## config.mk

```make
export PLATFORM = sky130hd
export DESIGN_NAME = tmr_capture
export DESIGN_NICKNAME = d
export VERILOG_FILES = /design/src/rtl/tmr_pkg.sv /design/src/rtl/cap_fifo.sv /design/src/rtl/tmr_capture.sv
export SDC_FILE = /design/constraint.sdc
export NUM_CORES = 1
export LEC_CHECK = 0
export ABC_AREA = 1
export CAP_MARGIN = 20
export CORE_MARGIN = 5
export CORE_UTILIZATION = 25
export CTS_BUF_LIST = sky130_fd_sc_hd__clkbuf_4 sky130_fd_sc_hd__clkbuf_8
export CTS_CLUSTER_SIZE = 8
export DETAILED_ROUTE_END_ITERATION = 12
export HOLD_SLACK_MARGIN = 0.1
export MAX_ROUTING_LAYER = met4
export PLACE_DENSITY = 0.47
export SYNTH_ARGS = -nofsm -noshare
export SYNTH_HDL_FRONTEND = slang
export SYNTH_SLANG_ARGS = --single-unit
```

## constraint.sdc

```tcl
create_clock -name clk -period 3 [get_ports clk]
set_input_delay 0.75 -clock clk [delete_from_list [all_inputs] [get_ports clk]]
set_output_delay 0.75 -clock clk [all_outputs]
set_load 0.02 [all_outputs]
```

## src/rtl/tmr_pkg.sv

```systemverilog
// Shared constants for the timer input-capture unit: edge-select codes,
// capture FSM state encoding and the default timer width.
package tmr_pkg;

    localparam int TMR_W = 16;

    localparam logic [1:0] EDGE_NONE = 2'b00;
    localparam logic [1:0] EDGE_RISE = 2'b01;
    localparam logic [1:0] EDGE_FALL = 2'b10;
    localparam logic [1:0] EDGE_BOTH = 2'b11;

    typedef enum logic [1:0] {
        ST_IDLE = 2'd0,
        ST_ARM  = 2'd1,
        ST_RUN  = 2'd2
    } cap_state_e;

endpackage

```

## src/rtl/cap_fifo.sv

```systemverilog
// Small synchronous capture FIFO with show-ahead head data.
// A pop on a full FIFO frees a slot in the same cycle, so push and pop together
// always succeed while the FIFO holds at least one entry.
module cap_fifo #(
    parameter int W     = 16,
    parameter int DEPTH = 4,
    localparam int AW   = $clog2(DEPTH),
    localparam int CW   = AW + 1
) (
    input  logic          clk,
    input  logic          rst,
    input  logic          flush_i,
    input  logic          push_i,
    input  logic          pop_i,
    input  logic [W-1:0]  data_i,
    output logic [W-1:0]  data_o,
    output logic          full_o,
    output logic          empty_o,
    output logic [CW-1:0] count_o
);

    logic [W-1:0]  mem_q [DEPTH];
    logic [AW-1:0] wr_q;
    logic [AW-1:0] rd_q;
    logic [CW-1:0] cnt_q;
    logic          do_push;
    logic          do_pop;

    assign full_o  = (cnt_q == CW'(DEPTH));
    assign empty_o = (cnt_q == '0);
    assign do_pop  = pop_i & ~empty_o;
    assign do_push = push_i & (~full_o | do_pop);
    assign data_o  = empty_o ? '0 : mem_q[rd_q];
    assign count_o = cnt_q;

    // Pointer and occupancy bookkeeping; flush empties the FIFO in one cycle
    always_ff @(posedge clk or negedge rst) begin
        if (!rst) begin
            wr_q  <= '0;
            rd_q  <= '0;
            cnt_q <= '0;
        end else if (flush_i) begin
            wr_q  <= '0;
            rd_q  <= '0;
            cnt_q <= '0;
        end else begin
            if (do_push) wr_q <= wr_q + AW'(1);
            if (do_pop)  rd_q <= rd_q + AW'(1);
            case ({do_push, do_pop})
                2'b10:   cnt_q <= cnt_q + CW'(1);
                2'b01:   cnt_q <= cnt_q - CW'(1);
                default: cnt_q <= cnt_q;
            endcase
        end
    end

    // Entry storage; contents are only visible through data_o when non-empty
    always_ff @(posedge clk) begin
        if (do_push && !flush_i) mem_q[wr_q] <= data_i;
    end

endmodule

```

## src/rtl/tmr_capture.sv

```systemverilog
// Input-capture unit: synchronises CAP_IN, detects the selected edge(s) and
// queues the timer value for the CPU. CAP_IRQ is a level tracking CAP_VALID.
// Optional build macro CAP_DELTA_EN: queue ticks elapsed since the previous
// capture (wrapping through PR) instead of the raw TMR value.
//
// state   | meaning
// --------+-----------------------------------------------------------
// ST_IDLE | capture disabled; FIFO, overflow flag and edge history held clear
// ST_ARM  | one settling cycle: history loads the synced pin, no edges
// ST_RUN  | edges detected and pushed into the FIFO
module tmr_capture
    import tmr_pkg::*;
#(
    parameter int W     = TMR_W,
    parameter int DEPTH = 4
) (
    input  logic                    clk,
    input  logic                    rst,
    input  logic                    EN_CAP,
    input  logic [1:0]              EDGE_SEL,
    input  logic                    CAP_IN,
    input  logic [W-1:0]            TMR,
    input  logic [W-1:0]            PR,
    input  logic                    CAP_RD,
    input  logic                    OVF_CLR,
    output logic [W-1:0]            CAP_DATA,
    output logic                    CAP_VALID,
    output logic [$clog2(DEPTH):0]  CAP_CNT,
    output logic                    CAP_OVF,
    output logic                    CAP_IRQ
);

    cap_state_e state_q;
    cap_state_e state_d;
    logic       sync1_q;
    logic       sync2_q;
    logic       hist_q;
    logic       hist_d;
    logic       edge_q;
    logic       edge_d;
    logic       edge_hit;
    logic       flush;
    logic       cap_evt;
    logic       fifo_full;
    logic       fifo_empty;
    logic       drop;
    logic       ovf_q;
    logic       ovf_d;
    logic [W-1:0] push_val;

    // Two-flop synchroniser on the asynchronous pin
    always_ff @(posedge clk or negedge rst) begin
        if (!rst) begin
            sync1_q <= 1'b0;
            sync2_q <= 1'b0;
        end else begin
            sync1_q <= CAP_IN;
            sync2_q <= sync1_q;
        end
    end

    // Edge qualification against the current edge selection
    always_comb begin
        edge_hit = 1'b0;
        case (EDGE_SEL)
            EDGE_NONE: edge_hit = 1'b0;
            EDGE_RISE: edge_hit = sync2_q & ~hist_q;
            EDGE_FALL: edge_hit = ~sync2_q & hist_q;
            EDGE_BOTH: edge_hit = sync2_q ^ hist_q;
            default:   edge_hit = 1'b0;
        endcase
    end

    // Next state, history load and registered edge pulse
    always_comb begin
        state_d = state_q;
        hist_d  = sync2_q;
        edge_d  = 1'b0;
        flush   = 1'b0;
        case (state_q)
            ST_IDLE: begin
                hist_d = 1'b0;
                flush  = 1'b1;
                if (EN_CAP) state_d = ST_ARM;
            end
            ST_ARM:  state_d = ST_RUN;
            ST_RUN:  edge_d  = edge_hit;
            default: begin
                state_d = ST_IDLE;
                hist_d  = 1'b0;
                flush   = 1'b1;
            end
        endcase
        if (!EN_CAP) begin
            state_d = ST_IDLE;
            hist_d  = 1'b0;
            edge_d  = 1'b0;
            flush   = 1'b1;
        end
    end

    // FSM, history and edge-pulse registers
    always_ff @(posedge clk or negedge rst) begin
        if (!rst) begin
            state_q <= ST_IDLE;
            hist_q  <= 1'b0;
            edge_q  <= 1'b0;
        end else begin
            state_q <= state_d;
            hist_q  <= hist_d;
            edge_q  <= edge_d;
        end
    end

    assign cap_evt = edge_q & (state_q == ST_RUN) & EN_CAP;
    assign drop    = cap_evt & fifo_full & ~CAP_RD;

`ifdef CAP_DELTA_EN
    logic [W-1:0] last_q;
    logic [W-1:0] last_d;
    logic         primed_q;
    logic         primed_d;
    logic [W:0]   delta_w;

    // Elapsed ticks since the last capture; dropped captures still move `last`
    always_comb begin
        if (TMR >= last_q) delta_w = {1'b0, TMR} - {1'b0, last_q};
        else               delta_w = {1'b0, TMR} + {1'b0, PR} + (W+1)'(1) - {1'b0, last_q};
        last_d   = last_q;
        primed_d = primed_q;
        push_val = '0;
        if (state_q != ST_RUN) primed_d = 1'b0;
        if (cap_evt) begin
            last_d   = TMR;
            primed_d = 1'b1;
            push_val = primed_q ? W'(delta_w) : '0;
        end
    end

    // Reference point for delta captures
    always_ff @(posedge clk or negedge rst) begin
        if (!rst) begin
            last_q   <= '0;
            primed_q <= 1'b0;
        end else begin
            last_q   <= last_d;
            primed_q <= primed_d;
        end
    end
`else
    logic unused_pr;

    assign push_val  = TMR;
    assign unused_pr = ^PR;
`endif

    // Sticky overflow: a drop in the same cycle as OVF_CLR keeps the flag set
    always_comb begin
        ovf_d = ovf_q;
        if (flush)        ovf_d = 1'b0;
        else if (drop)    ovf_d = 1'b1;
        else if (OVF_CLR) ovf_d = 1'b0;
    end

    // Overflow flag register
    always_ff @(posedge clk or negedge rst) begin
        if (!rst) ovf_q <= 1'b0;
        else      ovf_q <= ovf_d;
    end

    cap_fifo #(
        .W     (W),
        .DEPTH (DEPTH)
    ) u_fifo (
        .clk     (clk),
        .rst     (rst),
        .flush_i (flush),
        .push_i  (cap_evt),
        .pop_i   (CAP_RD),
        .data_i  (push_val),
        .data_o  (CAP_DATA),
        .full_o  (fifo_full),
        .empty_o (fifo_empty),
        .count_o (CAP_CNT)
    );

    assign CAP_VALID = ~fifo_empty;
    assign CAP_IRQ   = ~fifo_empty;
    assign CAP_OVF   = ovf_q;

endmodule

```

Word level (Yosys, flattened, before mapping) --
Memories as Yosys holds them, arrays and structs flattened. Index checks and enable logic that the tools add are counted.
Storage, ports and cells: input port bits 40, RAM bits 64, word-level logic and storage cells 69, memories 1, bits in registers 14, output and inout bits 22
Operators by class: bitwise operators 15, multiplexer cells 21, add/subtract/negate cells 4, equality and inequality tests 9, reductions and logical operators 10
Memories:
- u_fifo.mem_q | words 4, width 16, read ports 1, clocked after memory_dff 0, write ports 1, RTL line cap_fifo.sv:22 | logic [W-1:0] mem_q [DEPTH];
Operator list (count):
- 16-bit 2-to-1 mux | 1
- 1-bit 2-to-1 mux | 11
- 2-bit 2-to-1 mux | 5
- 1-bit AND | 8
- 2-bit equality test, second input constant | 4
- 2-bit by 1-bit equality test with 1-bit output, second input constant | 3
- 2-bit one-hot mux with 3 select lines | 1
- 3-bit one-hot mux with 2 select lines | 1
- 3-bit nonzero test | 2
- 1-bit NOT | 5
- 2-bit by 1-bit adder with 2-bit output, second input constant | 2
- 2-bit zero test | 2
- 1-bit one-hot mux with 4 select lines | 1
- 2-bit nonzero test | 2
- 3-bit by 1-bit adder with 3-bit output, second input constant | 1
- 3-bit equality test, second input constant | 1
- 3-bit zero test | 1
- 3-bit 2-to-1 mux | 1
- 3-bit by 1-bit subtractor with 3-bit output, second input constant | 1
- 2-bit != test, second input constant | 1
- 2-bit OR reduction | 1
- 1-bit logical AND | 1
- 1-bit zero test | 1
- 1-bit OR | 1
- 1-bit XOR | 1

Logic depth before layout (Yosys ltp) --
depth in word-level cells 8, depth in mapped cells 13, depth with buffers taken out 13

Hierarchy --
From an unflattened synthesis, not the netlist that was laid out.
Second synthesis, totals: cell total of the unflattened synthesis 300, area, all modules 3415.8 sq um
By module, submodules not included:
- cap_fifo | cells each 256, area an instance 3040.4 sq um, seq. area each 2097.0 sq um, times used 1
- tmr_capture | cells each 44, area an instance 375.4 sq um, seq. area each 175.2 sq um, times used 1

Worst setup path before layout --
Ideal clock, no wire load.
path type input to register, start point in EN_CAP, end point mem u_fifo.mem_q[0][0], enable pin, data required time 2.611 ns, path buffers 0, stages 6, setup time 0.389 ns, setup slack 0.757 ns, data arrival time 1.854 ns, cell sequence nand3_2 clkinv_2 o21ai_2 nor2_2 inv_2 nor2_1
On the way: cells in the longest elaborated chain, start to end 5, elaborated cells on any way between the ends 7, classes of those cells mux: 3; bitwise: 2; reduce/logical: 2
Ends and longest elaborated chain:
- from (decl) | RTL line tmr_capture.sv:19 | input logic EN_CAP,
- 1-bit AND or 1-bit 2-to-1 mux (tied branches) | RTL line tmr_capture.sv:115, tmr_capture.sv:94
- 1-bit AND or 1-bit zero test (tied branches) | RTL line cap_fifo.sv:32, cap_fifo.sv:59
- 1-bit logical AND * | RTL line cap_fifo.sv:59 | if (do_push && !flush_i) mem_q[wr_q] <= data_i;
- 1-bit 2-to-1 mux * | RTL line cap_fifo.sv:59
- 1-bit 2-to-1 mux (not written as such) * | RTL line cap_fifo.sv:59
- to (decl) | RTL line cap_fifo.sv:22
Mark *: on every way between the ends. The rest lies on a longest branch, timed or not.

Final worst setup path --
start point reg u_fifo.rd_q[1], end point out CAP_DATA[0]
On the way: cells in the longest elaborated chain, start to end 2
Ends and longest elaborated chain:
- from (decl) | RTL line cap_fifo.sv:24 | logic [AW-1:0] rd_q;
- from (signal assigned) | RTL line cap_fifo.sv:48 | if (do_pop) rd_q <= rd_q + AW'(1);
- memory 4 x 16 bit
- 16-bit 2-to-1 mux | RTL line cap_fifo.sv:33 | assign data_o = empty_o ? '0 : mem_q[rd_q];
- to (decl) | RTL line tmr_capture.sv:26 | output logic [W-1:0] CAP_DATA,
Every way passes these cells.

==> flow_metrics.py <==
metrics = {
    "sta": {
        "final.setup.tns_ns": 0,
        "postLayoutSetupSlackWorst_ns": 0.165,
        "relSlewSlack": 0.544,
        "hold_violations": 0,
        "fin_crit_ns": 2.84,
        "setup_violations": 0,
        "max_clock_freq_mhz": 353,
        "hold_ws_ns": 0.354,
        "worst_slew_pin_slew_ns": 0.682,
        "period_share": 0.945,
        "rsz0062_at_grt": "false",
        "fin_worst_skew_ns": 0.00803,
        "finalMaxSlewViolations": 0,
    },
    "synthesis": {
        "synth_async_sr_flop_share": 0.179,
        "ys_ff_latch": 78,
        "synth_edf_count": 64,
        "synthCells": 291,
        "syn_avg_cell_area_sq_um": 11.5,
        "netlist-cell-type-count": 27,
        "syn_nets": 341,
        "synth_commonest_cells": "nor2_1, edfxtp_1, o21ai_0",
        "synth_top_area_share": 0.573,
        "synth_warnings": 0,
        "post-synth-top-count-cell": "nor2_1",
        "yosys-top-cells-area": "edfxtp_1, dfrtp_1, nor2_1, o21ai_0, ha_1",
        "syn_area_sq_um": 3350,
        "yosysTopAreaCell": "edfxtp_1",
        "seq_area_frac_synth": 0.678,
        "synth-main-ff-cell": "edfxtp_1",
    },
    "detailed_routing": {
        "wl_met3_microns": 185,
        "route.detailed.wl_per_inst_microns": 13.8,
        "ant_nets": 0,
        "met1_length_microns": 3390,
        "dr.max_layer_used": "met4",
        "drc": 0,
        "route.vias.total": 2192,
        "drt_iter0_markers": 150,
        "drtPass1Iterations": 4,
        "route.met2.wl_microns": 3560,
        "routed_via_density": 4.16,
        "wirelength_microns": 7300,
    },
    "worst_hold_path": {
        "worstHoldPathType": "flop to flop",
    },
    "cells_and_area": {
        "area_delta_synth_final_pct": 26.1,
        "design_area_sq_um": 4230,
        "fillers": 1332,
        "final_nets": 396,
        "drive_above_1_share": 0.131,
        "antenna_cells": 0,
    },
    "critical_path": {
        "worstPathCellList": "inv_2 > nor2_1 > o21ai_0 > a21oi_1 > clkdlybuf4s50_1",
        "crit_path_start": "u_fifo.rd_q[1]$_DFFE_PN0P_",
        "timing.reg2reg.setup_slack_ns": 1.08,
        "critical_path_arrival_ns": 2.09,
        "critPathCapture": "CAP_DATA[0]",
        "worstRegToRegCells": 13,
        "endpoint_kind": "primary output",
        "crit_slowest_cell": "clkdlybuf4s50_1",
        "required_ns": 2.25,
        "worst_setup_path_start_kind": "flop",
        "critPathKind": "flop to primary output",
        "reg2reg_from": "state_q[0]$_DFFE_PN0P_",
        "cp_max_fo": 16,
        "timing.rr.end": "u_fifo.count_o[2]$_DFFE_PN0P_",
        "critPathMaxStageDelay_ns": 0.65,
    },
    "pwr": {
        "p_int_mw": 1.74,
        "p_leak_nw": 1.52,
        "power.total_mw": 2.52,
        "swShare": 0.307,
        "p_per_area_nw_per_um2": 595,
        "ir_worst_vdd_mv": 0.160,
        "p_clk_frac": 0.273,
        "comb_power_share": 0.246,
        "power_switching_uw": 771,
        "pwr-share-seq": 0.480,
    },
    "die": {
        "start_util": 0.254,
        "core_area_sq_um": 13200,
        "die_area_sq_um": 15800,
        "rows": 42,
        "ios": 62,
        "fp.dieW_microns": 126,
        "chipHeight_microns": 126,
    },
    "clocking": {
        "clk_latency_ns": 0.35,
        "cts_made_buffers": 9,
        "root_buffer": "clkbuf_8",
        "clk_pin_slew_ns": 0.08,
        "cts_buffer_depth": 2,
        "cts_tree": "built",
        "h-tree-depth": 3,
        "cts.sinks": 78,
    },
    "place": {
        "numPortBuffers": 45,
        "globalplace.congestion": 0.749,
        "placed_area_sq_um": 4050,
        "dpl.hpwl_microns": 4690,
        "dp_slack_ns": 0.370,
    },
    "status": {
        "status": "complete, no violations",
    },
    "grt": {
        "grtUsageTotal": 0.101,
        "overflow": 0,
        "grt_pass1_vias": 2265,
        "grt_start_max_net_pins": 23,
        "grt_pass1_wl_microns": 12000,
        "antenna_found_initial": 0,
    },
    "flow_run": {
        "drv_cap": 0,
    },
}
how the worst min path moves through the flow:
stage	start	to	slack, ns	depth (start not counted)
6_report	sync1_q$_DFF_PN0_	sync2_q$_DFF_PN0_	0.35	0
5_1_grt	sync1_q$_DFF_PN0_	sync2_q$_DFF_PN0_	0.37	0
4_1_cts	sync1_q$_DFF_PN0_	sync2_q$_DFF_PN0_	0.36	0
3_5_place_dp	sync1_q$_DFF_PN0_	sync2_q$_DFF_PN0_	0.34	0
3_3_place_gp	sync1_q$_DFF_PN0_	sync2_q$_DFF_PN0_	0.33	0
2_1_floorplan	sync1_q$_DFF_PN0_	sync2_q$_DFF_PN0_	0.33	0
stage by stage:
| stage | cells | util |
|---|---|---|
| 5_1_grt | 527 | 0.320 |
| 4_1_cts | 527 | 0.320 |
| 3_5_place_dp | 511 | 0.307 |
| 2_1_floorplan | 291 | - |
| 6_report | 527 | 0.320 |
| 3_3_place_gp | 511 | 0.307 |
flip-flops by register name, summed over array words and instances, names as in the netlist:
signal	cells
state_q	2
sync2_q	1
u_fifo.mem_q	64
edge_q	1
sync1_q	1
u_fifo.count_o	3
hist_q	1
CAP_OVF	1
u_fifo.wr_q	2
u_fifo.rd_q	2
layout make-up:
| class | count | area (sq um) | area share |
|---|---|---|---|
| clock buffer | 10 | 131 | 0.0311 |
| multi-input combinational | 176 | 906 | 0.214 |
| clock inverter | 6 | 38.8 | 0.00918 |
| timing repair buffer | 56 | 561 | 0.133 |
| tap | 176 | 220 | 0.0521 |
| inverter | 25 | 95.1 | 0.0225 |
| sequential | 78 | 2270 | 0.538 |
power groups by stage:
stage / combinational [mW] / sequential, mW / clock [mW]
2_1_floorplan: 0.338 / 1.24 / 0
5_1_grt: 0.681 / 1.21 / 0.767
4_1_cts: 0.640 / 1.21 / 0.715
3_5_place_dp: 0.635 / 1.23 / 0
3_3_place_gp: 0.634 / 1.23 / 0
6_report: 0.620 / 1.21 / 0.687
logic make-up after synthesis:
logic type / share of synthesized area
DFF: 0.678
buffers and inverters: 0.0519
adders and majority gates: 0.0396
and+or+nand+nor: 0.137
AOI/OAI and AO/OA: 0.0933
cell usage in the layout (no fill, tap or decap):
| cell | instances |
|---|---|
| a21oi_1 | 20 |
| a32oi_1 | 1 |
| buf_12 | 2 |
| buf_4 | 9 |
| clkbuf_4 | 1 |
| clkbuf_8 | 9 |
| clkdlybuf4s50_1 | 44 |
| clkinv_1 | 2 |
| clkinv_2 | 3 |
| clkinv_4 | 2 |
| clkinvlp_4 | 1 |
| dfrtp_1 | 13 |
| dfrtp_2 | 1 |
| dlymetal6s2s_1 | 1 |
| edfxtp_1 | 64 |
| fa_1 | 1 |
| ha_1 | 9 |
| inv_1 | 17 |
| inv_2 | 6 |
| nand2_1 | 13 |
| nand2_2 | 2 |
| nand2_4 | 2 |
| nand3_1 | 6 |
| nand3_2 | 3 |
| nand4_1 | 2 |
| nor2_1 | 73 |
| nor2_2 | 2 |
| nor2_4 | 1 |
| o21ai_0 | 37 |
| o21ai_1 | 2 |
| o21ai_2 | 1 |
| or2_2 | 1 |
critical path, delay by kind of cell (launching register included):
kind	cells	cell delay, ns
AO/OA/AOI/OAI	2	0.25
AND/OR/NAND/NOR	1	0.15
flip-flops	1	0.49
buffers and inverters	2	0.85
what timing repair did:
item | CTS | global route
hold buffers | 0 | 0
endpoints found under the setup margin | 5 | 1
buffers inserted | 0 | 0
gates resized for setup | 1 | 1
layer usage:
layer | up-vias | track usage
met4 | 0 | 0.0511
met5 | - | -
met2 | 33 | 0.158
met1 | 1047 | 0.124
met3 | 12 | 0.0212
li1 | 1100 | -
Power figures use the tool's default switching activity.
